$ cat config.mk
export PLATFORM = sky130hd
export DESIGN_NAME = motor_cmd_ramp
export DESIGN_NICKNAME = d
export VERILOG_FILES = /design/src/rtl/motor_cmd_ramp.sv
export SDC_FILE = /design/constraint.sdc
export NUM_CORES = 1
export LEC_CHECK = 0
export CORE_MARGIN = 1
export CORE_UTILIZATION = 57
export CTS_BUF_LIST = sky130_fd_sc_hd__clkbuf_8
export CTS_CLUSTER_SIZE = 20
export DETAILED_ROUTE_END_ITERATION = 6
export GPL_TIMING_DRIVEN = 0
export PLACE_DENSITY = 0.84
export SLEW_MARGIN = 10
export SYNTH_ARGS = -nofsm -noshare
export SYNTH_HDL_FRONTEND = slang
export SYNTH_SLANG_ARGS = --single-unit
$ cat constraint.sdc
create_clock -name clk -period 7 [get_ports clk]
set_input_delay 1.05 -clock clk [delete_from_list [all_inputs] [get_ports clk]]
set_output_delay 1.05 -clock clk [all_outputs]
set_load 0.005 [all_outputs]
$ cat src/rtl/motor_cmd_ramp.sv
// motor_cmd_ramp: rate-limited speed ramp plus a stop-and-dwell sequence for
// direction changes. It drives the dir/speed inputs of the Motor H-bridge
// driver, so the bridge is never reversed while the motors are driven.
//
// Ports:
//   clk        system clock
//   rst        asynchronous active-low reset
//   req_dir    requested direction (00 stop, 01 fwd, 10 rev, 11 spin), level
//   req_speed  requested duty 0..1023, level
//   estop      emergency stop, level, overrides everything
//   dir        registered direction to Motor.dir
//   speed      registered duty to Motor.speed
//   busy       high while stopping/dwelling or while speed differs from target
module motor_cmd_ramp #(
  parameter int TICK_DIV   = 100000,
  parameter int STEP       = 10,
  parameter int DEAD_TICKS = 50
) (
  input  logic       clk,
  input  logic       rst,
  input  logic [1:0] req_dir,
  input  logic [9:0] req_speed,
  input  logic       estop,
  output logic [1:0] dir,
  output logic [9:0] speed,
  output logic       busy
);

  localparam int CNT_W = (TICK_DIV > 1) ? $clog2(TICK_DIV) : 1;
  localparam int DW_W  = (DEAD_TICKS > 1) ? $clog2(DEAD_TICKS) : 1;
  localparam logic [CNT_W-1:0] CNT_MAX = CNT_W'(TICK_DIV - 1);
  // Dwell count holds "ticks seen minus one"; the last one ends the dwell.
  localparam logic [DW_W-1:0]  DW_LAST = DW_W'(DEAD_TICKS - 1);
  localparam logic [10:0]      STEP11  = 11'(STEP);

  typedef enum logic [1:0] {S_IDLE, S_RUN, S_DOWN, S_DWELL} state_t;

  state_t           state_q, state_d;
  logic [1:0]       dir_q, dir_d;
  logic [9:0]       speed_q, speed_d;
  logic             busy_q, busy_d;
  logic [CNT_W-1:0] cnt_q, cnt_d;
  logic [DW_W-1:0]  dwell_q, dwell_d;
  logic             tick;
  logic             do_ramp;
  logic [9:0]       tgt;
  logic [9:0]       busy_tgt;

  // One step toward tgt, never overshooting. Done in 11 bits so cur+STEP
  // cannot wrap before the comparison.
  function automatic logic [9:0] ramp(input logic [9:0] cur, input logic [9:0] goal);
    logic [10:0] c;
    logic [10:0] g;
    c = {1'b0, cur};
    g = {1'b0, goal};
    if (c < g)      ramp = ((g - c) > STEP11) ? 10'(c + STEP11) : goal;
    else if (c > g) ramp = ((c - g) > STEP11) ? 10'(c - STEP11) : goal;
    else            ramp = cur;
  endfunction

  // Free-running tick divider, unaffected by state changes.
  always_comb begin
    tick  = (cnt_q == CNT_MAX);
    cnt_d = tick ? '0 : cnt_q + 1'b1;
  end

  always_comb begin
    state_d = state_q;
    dir_d   = dir_q;
    speed_d = speed_q;
    dwell_d = dwell_q;
    tgt     = 10'd0;
    do_ramp = 1'b0;
    if (estop) begin
      state_d = S_DWELL;
      dir_d   = 2'b00;
      speed_d = 10'd0;
      dwell_d = '0;
    end else begin
      case (state_q)
        S_IDLE: begin
          dir_d   = 2'b00;
          speed_d = 10'd0;
          if (req_dir != 2'b00) begin
            dir_d   = req_dir;
            state_d = S_RUN;
          end
        end
        S_RUN: begin
          // A direction change retargets to 0 in this very cycle.
          do_ramp = 1'b1;
          if (req_dir == dir_q) tgt = req_speed;
          else                  state_d = S_DOWN;
        end
        S_DOWN: begin
          if (req_dir == dir_q && req_dir != 2'b00) begin
            state_d = S_RUN;
            tgt     = req_speed;
            do_ramp = 1'b1;
          end else if (speed_q == 10'd0) begin
            state_d = S_DWELL;
            dir_d   = 2'b00;
            dwell_d = '0;
          end else begin
            do_ramp = 1'b1;
          end
        end
        S_DWELL: begin
          dir_d   = 2'b00;
          speed_d = 10'd0;
          if (tick) begin
            if (dwell_q == DW_LAST) begin
              state_d = S_IDLE;
              dwell_d = '0;
            end else begin
              dwell_d = dwell_q + 1'b1;
            end
          end
        end
        default: state_d = S_IDLE;
      endcase
      if (do_ramp && tick) speed_d = ramp(speed_q, tgt);
    end

    // busy reflects the state/speed being registered on this edge. A pending
    // nonzero request in IDLE keeps it high across the IDLE->RUN hop.
    case (state_d)
      S_RUN:   busy_tgt = req_speed;
      S_IDLE:  busy_tgt = (req_dir != 2'b00) ? req_speed : 10'd0;
      default: busy_tgt = 10'd0;
    endcase
    busy_d = (state_d == S_DOWN) || (state_d == S_DWELL) || (speed_d != busy_tgt);
  end

  always_ff @(posedge clk or negedge rst) begin
    if (!rst) begin
      state_q <= S_IDLE;
      dir_q   <= 2'b00;
      speed_q <= 10'd0;
      busy_q  <= 1'b0;
      cnt_q   <= '0;
      dwell_q <= '0;
    end else begin
      state_q <= state_d;
      dir_q   <= dir_d;
      speed_q <= speed_d;
      busy_q  <= busy_d;
      cnt_q   <= cnt_d;
      dwell_q <= dwell_d;
    end
  end

  assign dir   = dir_q;
  assign speed = speed_q;
  assign busy  = busy_q;

endmodule
Word level (Yosys, flattened, before mapping):

Index checks and enable logic that the tools add are counted.

* word-level logic and storage cells: 79
* bits of input ports: 15
* flip-flop bits (word level): 38
* output and inout bits: 13

* $add $sub $neg: 6
* $lt $le $gt $ge: 4
* mux-type cells: 37
* reduce and logical (&&, ||, !) cells: 13
* equality and inequality tests: 13

Operators with widths (number)
* $mux W10: 11
* $pmux W10 S2: 2
* $mux W6: 5
* $gt A11 B4 Y1 const B: 2
* $mux W2: 11
* $sub A10 B10 Y11: 2
* $add A17 B1 Y17 const B: 1
* $eq A17 B17 Y1 const B: 1
* $mux W17: 1
* $pmux W6 S2: 1
* $add A10 B4 Y10 const B: 1
* $gt A10 B10 Y1: 1
* $logic_not A10 Y1: 1
* $lt A10 B10 Y1: 1
* $ne A10 B10 Y1: 1
* $sub A10 B4 Y10 const B: 1
* $ne A3 B3 Y1 const B: 3
* $eq A2 B2 Y1 const B: 4
* $pmux W2 S4: 1
* $add A6 B1 Y6 const B: 1
* $eq A6 B6 Y1 const B: 1
* $pmux W2 S3: 1
* $eq A2 B1 Y1 const B: 2
* $logic_not A2 Y1: 2
* other kinds (11): 15

Longest topological paths before layout:

* depth in word-level cells: 14
* depth in mapped cells: 24
* depth with buffers taken out: 21

Worst setup path before layout:

OpenSTA, ideal clock, no wires.

* kind: input-to-reg
* from: input req_dir[1]
* to: register busy_q, in the netlist busy
* setup slack: 1.672 ns
* library setup time: 0.134 ns
* data arrival time: 5.194 ns
* cell stages on the path: 20
* cells stage by stage: xor2_2 a2111oi_2 buf_2 nand2_1 inv_1 ha_1 buf_6 and2_1 buf_6 a211o_1 a2111oi_0 a41oi_1 a32o_1 nor4_4 inv_1 a221oi_2 nand4_1 or4b_1 nor4_2 nand4_1

* cells in the longest elaborated chain, start to end: 14
* elaborated cells on any way between the ends: 37

Ends and longest elaborated chain
* from (decl): line 21 `input logic [1:0] req_dir,`
* $eq A2 B2 Y1 or $reduce_bool A2 Y1 (tied branches)
* $logic_and A1 B1 Y1: line 96 `if (req_dir == dir_q && req_dir != 2'b00) begin`
* $mux W10: line 96
* $pmux W10 S2: line 80 `case (state_q)`
* $mux W10: line 74 `if (estop) begin`
* $sub A10 B10 Y11: line 57 `else if (c > g) ramp = ((c - g) > STEP11) ? 10'(c - STEP11) : goal;`
* $gt A11 B4 Y1: line 57
* $mux W10 (2 in a row): line 57
* $mux W10: line 56 `if (c < g) ramp = ((g - c) > STEP11) ? 10'(c + STEP11) : goal;`
* $mux W10: line 122 `if (do_ramp && tick) speed_d = ramp(speed_q, tgt);`
* $mux W10: line 74
* $ne A10 B10 Y1: line 132 `busy_d = (state_d == S_DOWN) || (state_d == S_DWELL) || (speed_d != busy_tgt);`
* $logic_or A1 B1 Y1 *: line 132
* named net busy_d: line 41 `logic busy_q, busy_d;`
* to (signal assigned): line 147 `busy_q <= busy_d;`
* to (decl): line 41

Mark *: on every way through the listed nets, which the timed path passes. The rest lies on a longest branch. The select of a mux whose other input is x is not followed.
A chain may end at the register's enable or synchronous reset.

Final worst setup path:

* from: input req_dir[0]
* to: register busy_q, in the netlist busy

Same word-level chain as after synthesis.

==> impl_results.md <==
- I/O Pins: 28
- RR Startpoint: state_q[1]$_DFF_PN0_
- R2R Setup Slk: 0.69 ns
- DR vias: 4,763
- IO buf count: 26
- Hold WC Path Type: reg2reg
- Max Clock Freq: 154.2 MHz
- Initial cell density of the core: approximately three fifths
- R2R depth: 23
- Clock Tree Root: clkbuf_8
- Hold path cells: 1
- Hold_buf cts: 0
- Vias in the first global route: 4,610
- Leak pwr: a little over 0.002 uW
- Die Width: between 90 and 100 um
- DIE HEIGHT: roughly 90 um
- Top cells by area, synth: dfrtp_1 (21%), ha_1 (8.4%), nand2_1 (4.6%), xnor2_1 (4.5%), o21ai_0 (4.3%)
- Max-Cap Viols: 0
- Syn Inst Count: 576
- H-tree depth: 2
- Clock transition at path regs: ~0.1 ns
- WL per Instance: around 19 um
- Post-route ant nets: 0
- Critical Path RT: between 7 and 8 ns
- DIE AREA: 8177 sq um
- Yosys top cell area share: a little over a fifth
- Crit. End Element: flip-flop
- Largest net degree at the start of global routing: 35
- Setup total negative slack: 0 ns
- Area post-placement: around 5000 sq um
- DR iter-0 viols: 530
- Final net count: around 660
- Final setup vio count: 0
- Worst slew pin tran: 1.090 ns
- Setup crit start: req_dir[0]
- RSZ-0062 raised after global routing: false
- Overflow after GRT: 0
- Site Rows: 31
- Fin cells: 710
- Synthesized cell area: roughly 4500 sq um
- RePlAce Congestion: ~1
- WP data arrival: 6.67 ns
- Clk_lat worst skew: around 0.31 ns
- Number of synthesized flops with an enable pin: 0
- Total track usage: approximately a third
- First-pass DRT Iterations: 5
- Slew HR: 26.57%
- Worst reg2reg endpoint: busy$_DFF_PN0_
- VDD IR-drop max: about 110 uV
- Startpoint class of the critical path: input pin
- Synthesis-to-finish area growth: 11.26%
- Remaining DRCs: 0
- Status: complete, no violations
- CP Class: in2reg
- Period Utilization, post-route: between 90% and 100%
- Clock skew: between 0.015 and 0.02 ns
- Final Hold Viols: 0
- Crit path time final: roughly 6.5 ns
- CP endpoint: busy$_DFF_PN0_
- Seq/Total Area, Yosys: between 20% and 30%
- Placed Cells: between 700 and 800
- Synth cell count leaders: nand2_1 (55), nor2_1 (48), inv_1 (39)
- Async set or reset register ratio after synthesis: 100.0%
- Clock Path Buffers: 2
- Layout cell share with drive strength beyond 1: 7.529%
- Max-slew violations: 0
- FF+latch count, synth: 38
- First-pass GRT wire length: ~22 mm
- Most frequent cell after synthesis: nand2_1
- Syn. warnings: 0
- CP max FO: 10
- Initial antenna violation count: 0
- Core area: ~7400 sq um
- Area leader, netlist: dfrtp_1
- Total power: ~520 uW
- CTS tree: done
- Vias per cell: between 6 and 7
- Syn_nets: approximately 620
- # diodes: 0
- CTS Sinks: 38
- Total CTS buffers: 5
- Fin area: just under 5000 sq um
- Ys flop type: dfrtp_1
- Unique masters post-synth: 78
- Wirelength, routed: between 10 and 15 mm
- Mean post-synth cell area: approximately 7.7 sq um
- Post-DP HPWL: between 10 and 15 mm
- Cell Pwr Density: 104.5 nW/um^2
stage by stage:
step                worst slack (ns)  hold WS (ns)  utilization, %
floorplan                      1.672        0.4455               -
global placement              0.1260        0.4653           65.34
detailed placement            0.1028        0.4829           65.55
CTS                           0.4022        0.4946           66.76
global route                  0.1921        0.5148           66.93
finish                        0.5135        0.4916           66.93
worst max-delay path: stages:
cell and delay, ns:
clkdlybuf4s50_1 0.52, o21bai_1 0.27, a2111oi_4 0.57, buf_2 0.32, nand2_1 0.17, inv_1 0.12
ha_1 0.24, buf_6 0.14, and2_1 0.14, buf_6 0.13, a211o_1 0.31, a2111oi_0 0.37
a41oi_1 0.09, a32o_1 0.29, nor4_4 0.54, inv_1 0.16, a221oi_2 0.28, nand4_1 0.15
or4b_1 0.50, nor4_2 0.18, nand4_1 0.12
registers in the layout, summed over array words and instances, names as in the netlist:
name and cells:
speed 10, dwell_q 6, busy 1, cnt_q 17, dir 2, state_q 2
cells in the final DEF, fill, tap and decap left out, types with 11 or more instances in the layout:
cell type / count
nand2_1: 55
nor2_1: 48
inv_1: 39
o21ai_0: 38
dfrtp_1: 38
ha_1: 30
clkdlybuf4s50_1: 25
xnor2_1: 23
a21oi_1: 21
nand3_1: 20
clkbuf_1: 20
a211oi_1: 16
nor3_1: 14
nand4_1: 13
a21o_1: 11
per-layer routing:
layer	wire length, um	part of all wire [%]	up-vias	global-route usage [%]
met4	796	5.9	0	20.56
li1	-	-	2201	-
met3	1085	8.1	73	4.630
met1	5465	41	2212	43.28
met5	0	0	-	0
met2	6061	45	277	54.26
kinds of logic (layout without fill, tap and decap cells):
group	Yosys count	count (layout)	share of synthesized area, %
xor+xnor	34	34	6.850
simple gates	230	230	28.10
fa+ha+maj	31	31	8.871
mux	9	9	2.134
flops	38	38	21.34
buf+inv	69	104	6.569
compound gates	165	165	26.14
power breakdown:
part	internal, uW	switching (uW)
Clock	70.2	93.3
Sequential	225	8.47
Combinational	44.6	76.7
final cells by class:
type	count	area, sq um
sequential	38	950.9
tap	99	123.9
clock buffer	5	68.82
timing repair buffer	27	275.3
inverter	39	146.4
multi-input combinational	469	3226
buffer	30	146.4
fill	658	2450
clock inverter	3	21.27
timing repair:
item	CTS	global route
setup buffers	0	0
resized for setup	0	1
setup endpoints to repair	0	1
worst min-delay path by stage:
stage / from / to / slack [ns]
2_1_floorplan: dwell_q[5]$_DFFE_PN0P_ / dwell_q[5]$_DFFE_PN0P_ / 0.45
6_report: cnt_q[0]$_DFF_PN0_ / cnt_q[0]$_DFF_PN0_ / 0.49
5_1_grt: cnt_q[0]$_DFF_PN0_ / cnt_q[0]$_DFF_PN0_ / 0.51
3_3_place_gp: dwell_q[5]$_DFFE_PN0P_ / dwell_q[5]$_DFFE_PN0P_ / 0.47
4_1_cts: cnt_q[0]$_DFF_PN0_ / cnt_q[0]$_DFF_PN0_ / 0.49
3_5_place_dp: cnt_q[0]$_DFF_PN0_ / cnt_q[0]$_DFF_PN0_ / 0.48
Note: power is estimated with default switching activity, not from simulation.
